--- src/rtl/uart_alu_interface.sv ---
// Collects operand A, operand B and opcode bytes from the UART receiver, drives the ALU
// and hands the result to the UART transmitter. An inter-byte timeout drops partial frames.
module uart_alu_interface #(
  parameter int NB_DATA        = 8,
  parameter int NB_OP          = 6,
  parameter int TIMEOUT_CYCLES = 1000000
) (
  input  logic               i_clk,
  input  logic               i_reset,
  input  logic [NB_DATA-1:0] i_rx_data,
  input  logic               i_rx_done,
  input  logic               i_tx_done,
  input  logic [NB_DATA-1:0] i_alu_result,
  output logic [NB_DATA-1:0] o_alu_data_a,
  output logic [NB_DATA-1:0] o_alu_data_b,
  output logic [NB_OP-1:0]   o_alu_op,
  output logic [NB_DATA-1:0] o_tx_data,
  output logic               o_tx_start,
  output logic               o_busy,
  output logic               o_error
);

  function automatic int clogb2(input int value);
    int v;
    int r;
    v = value;
    r = 0;
    while (v > 0) begin
      v = v >> 1;
      r = r + 1;
    end
    return r;
  endfunction

  localparam int CW = (TIMEOUT_CYCLES > 1) ? clogb2(TIMEOUT_CYCLES) : 1;

  typedef enum logic [2:0] {WAIT_A, WAIT_B, WAIT_OP, SEND, WAIT_TX} state_t;

  state_t          state, state_nxt;
  logic            rx_done_d, tx_done_d;
  logic [CW-1:0]   cnt;
  logic            byte_valid, tx_fin, counting, expire, abort;

  assign byte_valid = i_rx_done & ~rx_done_d;
  assign tx_fin     = i_tx_done & ~tx_done_d;
  assign counting   = (TIMEOUT_CYCLES != 0) &&
                      (state == WAIT_B || state == WAIT_OP || state == WAIT_TX);
  // Abort on the edge where the counter would reach TIMEOUT_CYCLES-1.
  assign expire     = counting && ((32'(cnt) + 32'd1) == 32'(TIMEOUT_CYCLES - 1));
  // A real event in the same cycle beats the timeout.
  assign abort      = expire && ((state == WAIT_TX) ? !tx_fin : !byte_valid);
  assign o_busy     = (state != WAIT_A);

  always_ff @(posedge i_clk or posedge i_reset) begin
    if (i_reset) begin
      state     <= WAIT_A;
      rx_done_d <= 1'b1;
      tx_done_d <= 1'b1;
    end else begin
      state     <= state_nxt;
      rx_done_d <= i_rx_done;
      tx_done_d <= i_tx_done;
    end
  end

  always_comb begin
    state_nxt = state;
    case (state)
      WAIT_A:  if (byte_valid) state_nxt = WAIT_B;
      WAIT_B:  if (byte_valid) state_nxt = WAIT_OP; else if (expire) state_nxt = WAIT_A;
      WAIT_OP: if (byte_valid) state_nxt = SEND;    else if (expire) state_nxt = WAIT_A;
      SEND:    state_nxt = WAIT_TX;
      WAIT_TX: if (tx_fin)     state_nxt = WAIT_A;  else if (expire) state_nxt = WAIT_A;
      default: state_nxt = WAIT_A;
    endcase
  end

  always_ff @(posedge i_clk or posedge i_reset) begin
    if (i_reset) begin
      cnt <= '0;
    end else if (!counting || byte_valid || state_nxt != state) begin
      cnt <= '0;
    end else begin
      cnt <= cnt + 1'b1;
    end
  end

  always_ff @(posedge i_clk or posedge i_reset) begin
    if (i_reset) begin
      o_alu_data_a <= '0;
      o_alu_data_b <= '0;
      o_alu_op     <= '0;
      o_tx_data    <= '0;
      o_tx_start   <= 1'b0;
      o_error      <= 1'b0;
    end else begin
      o_tx_start <= 1'b0;
      o_error    <= abort;
      case (state)
        WAIT_A:  if (byte_valid) o_alu_data_a <= i_rx_data;
        WAIT_B:  if (byte_valid) o_alu_data_b <= i_rx_data;
        WAIT_OP: if (byte_valid) o_alu_op     <= i_rx_data[NB_OP-1:0];
        SEND: begin
          o_tx_data  <= i_alu_result;
          o_tx_start <= 1'b1;
        end
        default: ;
      endcase
    end
  end

endmodule

--- config.mk ---
export PLATFORM = sky130hd
export DESIGN_NAME = uart_alu_interface
export DESIGN_NICKNAME = d
export VERILOG_FILES = /design/src/rtl/uart_alu_interface.sv
export SDC_FILE = /design/constraint.sdc
export NUM_CORES = 1
export LEC_CHECK = 0
export CAP_MARGIN = 5
export CORE_MARGIN = 3
export CORE_UTILIZATION = 45
export CTS_BUF_LIST = sky130_fd_sc_hd__clkbuf_16
export DETAILED_ROUTE_END_ITERATION = 12
export GPL_TIMING_DRIVEN = 0
export HOLD_SLACK_MARGIN = 0.1
export PLACE_DENSITY = 0.71
export SLEW_MARGIN = 20
export SYNTH_ARGS = -nofsm -noshare
export SYNTH_HDL_FRONTEND = slang
export SYNTH_SLANG_ARGS = --single-unit
--- constraint.sdc ---
create_clock -name i_clk -period 2.3 [get_ports i_clk]
set_input_delay 0.345 -clock i_clk [delete_from_list [all_inputs] [get_ports i_clk]]
set_output_delay 0.345 -clock i_clk [all_outputs]
set_load 0.02 [all_outputs]
# == Word-level counts from Yosys, hierarchy flattened ==
# Index checks and enable logic that the tools add are counted.
# totals
register_bits,57
output_inout_bits,33
# classes
addsub,2
n_eq_ne,6
muxes,9
bitwise,4
reduce_logical,14
# ops
operator,count
adder 20 x 1 -> 21 bit (second input constant),1
== test 21 x 20 -> 1 bit (second input constant),1
adder 20 x 1 -> 20 bit (second input constant),1
two-way mux 20 bit,1
two-way mux 3 bit,5
case mux 3 bit (5 select lines),1
== test 3 x 2 -> 1 bit (second input constant),2
AND reduction 2 bit,3
logical OR 1 bit,4
== test 3 x 1 -> 1 bit (second input constant),1
== test 3 bit (second input constant),1
logical NOT 1 bit,3
logical NOT 3 bit,1
!= test 3 bit,1
nonzero test 3 bit,1
bitwise AND 1 bit,2
logical AND 1 bit,2
two-way mux 1 bit,2
inverter 1 bit,2

# == Logic depth before layout (Yosys ltp) ==
# Gate-level depths: netlist of the first run.
# depth
word_depth,10
mapped_depth,8

# == Worst setup path before layout of the first run ==
# OpenSTA, ideal clock, no wires.
# synth_path
path_type,register to register
start,register cnt[0]
end,register cnt[2]
t_arrival_ns,1.969
t_required_ns,2.159
path_slack_ns,0.189
path_stages_with_launch,8
period_less_slack_ns,2.111
path_cell_list,dfrtp_1 > ha_1 > nand3_2 > nor4_1 > xor2_1 > nand4_1 > nor4_4 > nor3_1
# synth_between
elab_chain_cells,9
# synth_lines
item,line_no,rtl
from (decl),41,logic [CW-1:0] cnt;
from (signal assigned),84,cnt <= cnt + 1'b1;
adder 20 x 1 -> 21 bit,49,assign expire = counting && ((32'(cnt) + 32'd1) == 32'(TIMEOUT_CYCLES - 1));
== test 21 x 20 -> 1 bit,49,
logical AND 1 bit,49,
two-way mux 3 bit,"70, 71, 73",
two-way mux 3 bit (on tied branches),"73, 70, 71",
case mux 3 bit (5 select lines),68,case (state)
!= test 3 bit,81,end else if (!counting || byte_valid || state_nxt != state) begin
logical OR 1 bit,81,
two-way mux 20 bit (*),81,
# Mark *: on every way between the ends. The rest lies on a longest branch, timed or not.
# A chain may end at the register's enable or synchronous reset.

# == Worst setup path in the final report of the first run ==
# layout_path
start,register cnt[0]
end,register o_error
# layout_between
elab_chain_cells,4
# layout_lines
item,line_no,rtl
adder 20 x 1 -> 21 bit,49,
== test 21 x 20 -> 1 bit,49,
logical AND 1 bit,49,
logical AND 1 bit,51,assign abort = expire && ((state == WAIT_TX) ? !tx_fin : !byte_valid);
named net abort,42,"logic byte_valid, tx_fin, counting, expire, abort;"
to (signal assigned),98,o_error <= abort;
to (decl),20,output logic o_error
# The timed path passes the listed nets, and every way through them passes these cells.

==> results of run 1 <==
==> sequential cells by signal, summed over array words and instances (netlist names) <==
register / count
o_alu_data_b: 8
tx_done_d: 1
o_error: 1
state: 3
rx_done_d: 1
o_tx_start: 1
o_alu_op: 6
o_tx_data: 8
o_alu_data_a: 8
cnt: 20
==> cells in the mapped netlist, types with 4 or more instances <==
| master | n | area share (%) |
|---|---|---|
| nand2_1 | 18 | 2.5 |
| nor2b_1 | 6 | 1.4 |
| xor2_1 | 9 | 2.9 |
| nor4_1 | 4 | 0.94 |
| nand4_1 | 4 | 0.94 |
| nor2_1 | 19 | 2.7 |
| nand3_1 | 7 | 1.3 |
| xnor2_1 | 9 | 2.9 |
| nor3_1 | 11 | 2.1 |
| mux2_2 | 31 | 13 |
| dfrtp_1 | 55 | 51 |
| inv_1 | 5 | 0.70 |
| nand2b_1 | 5 | 1.2 |
==> kinds of logic after synthesis <==
group                    synth area share (%)
AND/OR/NAND/NOR                          18.9
flip-flops                               53.4
XOR/XNOR                                 5.89
multiplexers                             13.4
AO/OA/AOI/OAI                            5.52
buffers and inverters                    1.87
adder cells (fa/ha/maj)                 0.935
==> stage by stage <==
step                      instances  power (µW)  hold slack (ps)
after global routing            379        4600              469
after floorplan                 233        2360              349
after global placement          357        3090              488
final                           379        4390              460
after CTS                       376        4420              457
after detailed placement        357        3130              493
==> layout make-up <==
| cell class | instances | share of cell area (%) |
|---|---|---|
| flip-flops and latches | 57 | 38.7 |
| multi-input cells | 164 | 34.1 |
| inverters | 5 | 0.574 |
| clock buffers | 9 | 6.08 |
| clock inverters | 6 | 1.62 |
| plain buffers | 7 | 0.980 |
| well taps | 72 | 2.43 |
| repair buffers | 59 | 15.6 |
==> worst max-delay path by stage <==
stage                                    to  slack [ps]  cells after the start
after floorplan            cnt[2]$_DFF_PP0_         190                      7
after global placement    cnt[10]$_DFF_PP0_        -510                      2
after detailed placement   cnt[2]$_DFF_PP0_        -250                      7
after CTS                  cnt[2]$_DFF_PP0_          40                      8
after global routing      o_error$_DFF_PP0_        -110                      8
final                     o_error$_DFF_PP0_          80                      8
==> repair_timing <==
item | in CTS | in global routing
gates cloned | 0 | 0
resized for setup | 10 | 11
setup endpoints to repair | 16 | 24
pin swaps | 4 | 6
setup buffers | 4 | 3
==> layer usage <==
metal / GRT usage (%) / part of all wire, % / vias up
li1: - / - / 968
met1: 23.0 / 47 / 961
met2: 28.9 / 47 / 42
met3: 4.17 / 3.4 / 11
met4: 10.5 / 2.5 / 0
met5: 0 / 0 / -
==> report_power, final <==
part / switching (µW) / total, µW / internal (µW)
Combinational: 792 / 1620 / 828
Sequential: 182 / 1500 / 1310
Clock: 447 / 1270 / 824
==> flow_summary.toml, run 1 <==
[run_status]
outcome = "completed"

[die]
die_x_um = 83.1
initial_core_util_pct = 47.4
coreArea_um2 = 5640
die_y_um = 83.1
die_area_um2 = 6910
io_pins = 53
rows = 27

[clock_network]
h-tree-depth = 3
cts_root_buffer = "clkbuf_16"
tritoncts = "built"
cts.clk_slew.worst_paths_ps = 50
cts_buffers = 9
clk-insertion-delay-late_ps = 320
clockBufferDepth = 2
cts_hold_buf = 0
clkSinkCount = 57

[place]
place_ws_ps = -246
place.gp.congestion = 0.809
dp_hpwl_um = 3880
port_buffers = 52
placed_area_um2 = 3290

[detailed_routing]
via_per_inst = 5.23
route.detailed.drc = 0
vias = 1982
drt.antenna.violating_nets = 0
drt_wl_total_um = 5720
wl_per_cell_um = 15.1
drt_iter0_drc = 99
firstDrtPassIters = 4

[power]
power_density_nw_per_um2 = 1180
max-vdd-ir-drop_mv = 0.744
leakagePower_uw = 0.00157

[sta]
worst_pin_slew_ps = 678
period_minus_slack_ps = 2220
fmax_ghz = 0.449
fin_ws_ps = 75.1
period_share_pct = 96.7
fin_skew_ps = 4.35
final-max-slew-violation-count = 0
hold_viol = 0
rsz0062_at_grt = "yes"
tns_ps = 0
setup_violations = 0
slew_headroom_pct = 54.8

[hold_path]
hp-start = "i_tx_done"
worstHoldEndpoint = "tx_done_d$_DFF_PP1_"
holdPathStages = 1
worstHoldPathType = "input pin to flip-flop"

[setup_path]
required_ps = 2540
cpMaxStageDelayCell = "dfrtp_2"
cp_top_family = "simple AND/OR/NAND/NOR gates"
rr_worst_depth = 8
worstPathCellList = "ha_4 -> nand3_4 -> nor4_4 -> xor2_1 -> buf_4 -> nand3_1 -> nor4_2 -> a21boi_0"
critPathLaunch = "cnt[0]$_DFF_PP0_"
timing.rr.start = "cnt[0]$_DFF_PP0_"
arrival_ps = 2460
critical_path_buf_inv_count = 1
rr_endpoint = "o_error$_DFF_PP0_"
critPathMaxStageDelay_ps = 440
cp-start-kind = "flip-flop"
r2r_slack_ps = 80
worst-path-max-fanout = 8
critPathCaptureType = "flip-flop"
worstSetupPathType = "flip-flop to flip-flop"

[global_route]
first_global_vias = 2056
grt_max_degree = 58
antenna_found_initial = 0
grt_pass1_wl_um = 10100
grt_usage_pct = 18.3
grt_overflow = 0

[final_layout]
nets = 325
fill_cells = 433
antenna_cells = 0
drive_above_1_share_pct = 26.4
area_growth_pct = 38.4
fin_util_pct = 65.6
mostFrequentLayoutCells = "52 x dfrtp_1, 52 x clkdlybuf4s50_1, 31 x mux2_2"
multi_input_area_um2 = 1260
final-seq-area_um2 = 1430
stdcell_area_um2 = 3700

[logic_synthesis]
synth_nets = 255
ys_seq_elements = 57
synthCells = 233
synth_edf_count = 0
synthArstFlopShare_pct = 100
synthFlopType = "dfrtp_1"
yosysWarnings = 0
synth_seq_area_share_pct = 53.4
avgSynthCellArea_um2 = 11.5
synth_area_um2 = 2680
synth_cell_types = 42

[job]
cap_viol_max_count = 0
Note: power is estimated with default switching activity, not from simulation.
==> inputs of run 2 (changes only) <==
--- a/config.mk
+++ b/config.mk
@@ -5,8 +5,8 @@
 export SDC_FILE = /design/constraint.sdc
 export NUM_CORES = 1
 export LEC_CHECK = 0
+export ABC_CLOCK_PERIOD_IN_PS = 2300
 export CAP_MARGIN = 5
-export CORE_MARGIN = 3
 export CORE_UTILIZATION = 45
 export CTS_BUF_LIST = sky130_fd_sc_hd__clkbuf_16
 export DETAILED_ROUTE_END_ITERATION = 12
==> run 2 against run 1 <==
  * Via count grew 1.1%
  * Core utilization grew 0.22 points
  * Sequential power is essentially flat
  * Setup slack gained 23 ps
  * Count of clock-buffer cells in the layout is the same
  * Sequential cell count is the same
  * Clock skew grew 1.1 ps
  * Clock power shrank 9%
  * Highest routed layer unchanged
==> flow_summary.toml, run 2 (synthesized netlist as in run 1, its figures left out) <==
[run_status]
outcome = "completed"

[final_layout]
antenna_cells = 0
mostFrequentLayoutCells = "52 x dfrtp_1, 52 x clkdlybuf4s50_1, 31 x mux2_2"
fill_cells = 443
drive_above_1_share_pct = 26.0
multi_input_area_um2 = 1280
nets = 325
largest_register_ffs = 20
area_growth_pct = 38.1
final-seq-area_um2 = 1430
top_register = "cnt"

[power]
leakagePower_uw = 0.00157
power_density_nw_per_um2 = 1170
max-vdd-ir-drop_mv = 0.722

[sta]
worst_pin_slew_ps = 704
period_minus_slack_ps = 2200
fin_ws_ps = 98.2
setup_violations = 0
hold_viol = 0
fin_skew_ps = 5.44
fmax_ghz = 0.454
period_share_pct = 95.7
final-max-slew-violation-count = 0
tns_ps = 0
slew_headroom_pct = 53.1

[die]
initial_core_util_pct = 47.7
coreArea_um2 = 5610
io_pins = 53
die_y_um = 79.1
rows = 27
die_x_um = 79.1
die_area_um2 = 6260

[detailed_routing]
met3_length_um = 319
vias = 2003
drt_wl_total_um = 5780
drt.antenna.violating_nets = 0
routed.top_layer = "met4"
drt-met1-wl_um = 2650
route.detailed.drc = 0
met2_wirelength_um = 2690
firstDrtPassIters = 4
drt_iter0_drc = 137
via_per_inst = 5.27
wl_per_cell_um = 15.2

[global_route]
grt_pass1_wl_um = 9450
first_global_vias = 1976
antenna_found_initial = 0
grt_usage_pct = 20.1
grt_max_degree = 58
grt_overflow = 0

[clock_network]
cts.clk_slew.worst_paths_ps = 50
cts_root_buffer = "clkbuf_16"
h-tree-depth = 3
clkSinkCount = 57
cts_buffers = 9
clockBufferDepth = 2
tritoncts = "built"
clk-insertion-delay-late_ps = 320

[setup_path]
arrival_ps = 2400
cp-start-kind = "flip-flop"
worstSetupPathType = "flip-flop to flip-flop"
critPathCaptureType = "flip-flop"
required_ps = 2500
worst-path-max-fanout = 8

[place]
dp_hpwl_um = 3780
place_ws_ps = -302
place.gp.congestion = 0.754
port_buffers = 52

[hold_path]
worstHoldPathType = "input pin to flip-flop"

[job]
cap_viol_max_count = 0
==> run 2: cell types whose count changed in the layout (fill, tap and decap cells not counted), sizes merged <==
cell / change
clkinvlp: +1
bufinv: -1
inv: +1
==> run 2: power by group <==
group,leakage (µW),total (µW),internal (µW),switching (µW)
sequential,0.000721,1490,1310,174
clock,0.000124,1160,712,447
combinational,0.000730,1670,852,814
==> run 2: stage by stage <==
stage	util (%)	instances	power, µW	hold slack, ps	cell area (µm²)
after global placement	58.6	357	3080	487	3290
final	65.9	380	4310	477	3690
after floorplan	-	233	2360	349	2680
after CTS	65.2	379	4330	480	3660
after detailed placement	58.6	357	3130	493	3290
after global routing	65.9	380	4520	483	3690
==> run 2: what timing repair did <==
item	in CTS	in global routing
setup endpoints to repair	23	24
hold buffers	0	0
pin swaps	4	7
gates resized for setup	11	8
buffers inserted	6	1
==> run 2: path summary, 6_finish.rpt <==
check / from / endpoint / slack (ps) / depth (start not counted)
setup / recovery: cnt[0]$_DFF_PP0_ / cnt[4]$_DFF_PP0_ / 100 / 9
hold / removal: i_tx_done / tx_done_d$_DFF_PP1_ / 480 / 1
setup reg to reg: cnt[0]$_DFF_PP0_ / cnt[4]$_DFF_PP0_ / 100 / 9
hold reg to reg: o_tx_data[6]$_DFFE_PP0P_ / o_tx_data[6]$_DFFE_PP0P_ / 500 / 1
max in group asynchronous: i_reset / cnt[1]$_DFF_PP0_ / 1300 / 2
min in group asynchronous: i_reset / o_alu_data_a[6]$_DFFE_PP0P_ / 500 / 2
==> run 2: final cells by class <==
type / count / share of cell area, %
buffer: 7 / 0.915
clock buffer: 9 / 6.10
clock inverter: 7 / 1.05
inverter: 5 / 0.576
multi-input combinational: 164 / 34.6
sequential: 57 / 38.8
tap: 72 / 2.44
timing repair buffer: 59 / 15.5
==> run 2: worst max-delay path, stage by stage, from the launching register on <==
cell and delay, ps:
dfrtp_2 410, buf_4 130, nand4_1 70, buf_4 170, or3_1 400, nor3_2 230, o21ai_2 110, nor4_4 280
buf_4 200, nor3_1 60
==> run 2: layer usage <==
| metal | track usage [%] | vias to the layer above |
|---|---|---|
| li1 | - | 968 |
| met1 | 27.9 | 971 |
| met2 | 29.2 | 56 |
| met3 | 4.60 | 8 |
| met4 | 10.7 | 0 |
| met5 | 0 | - |
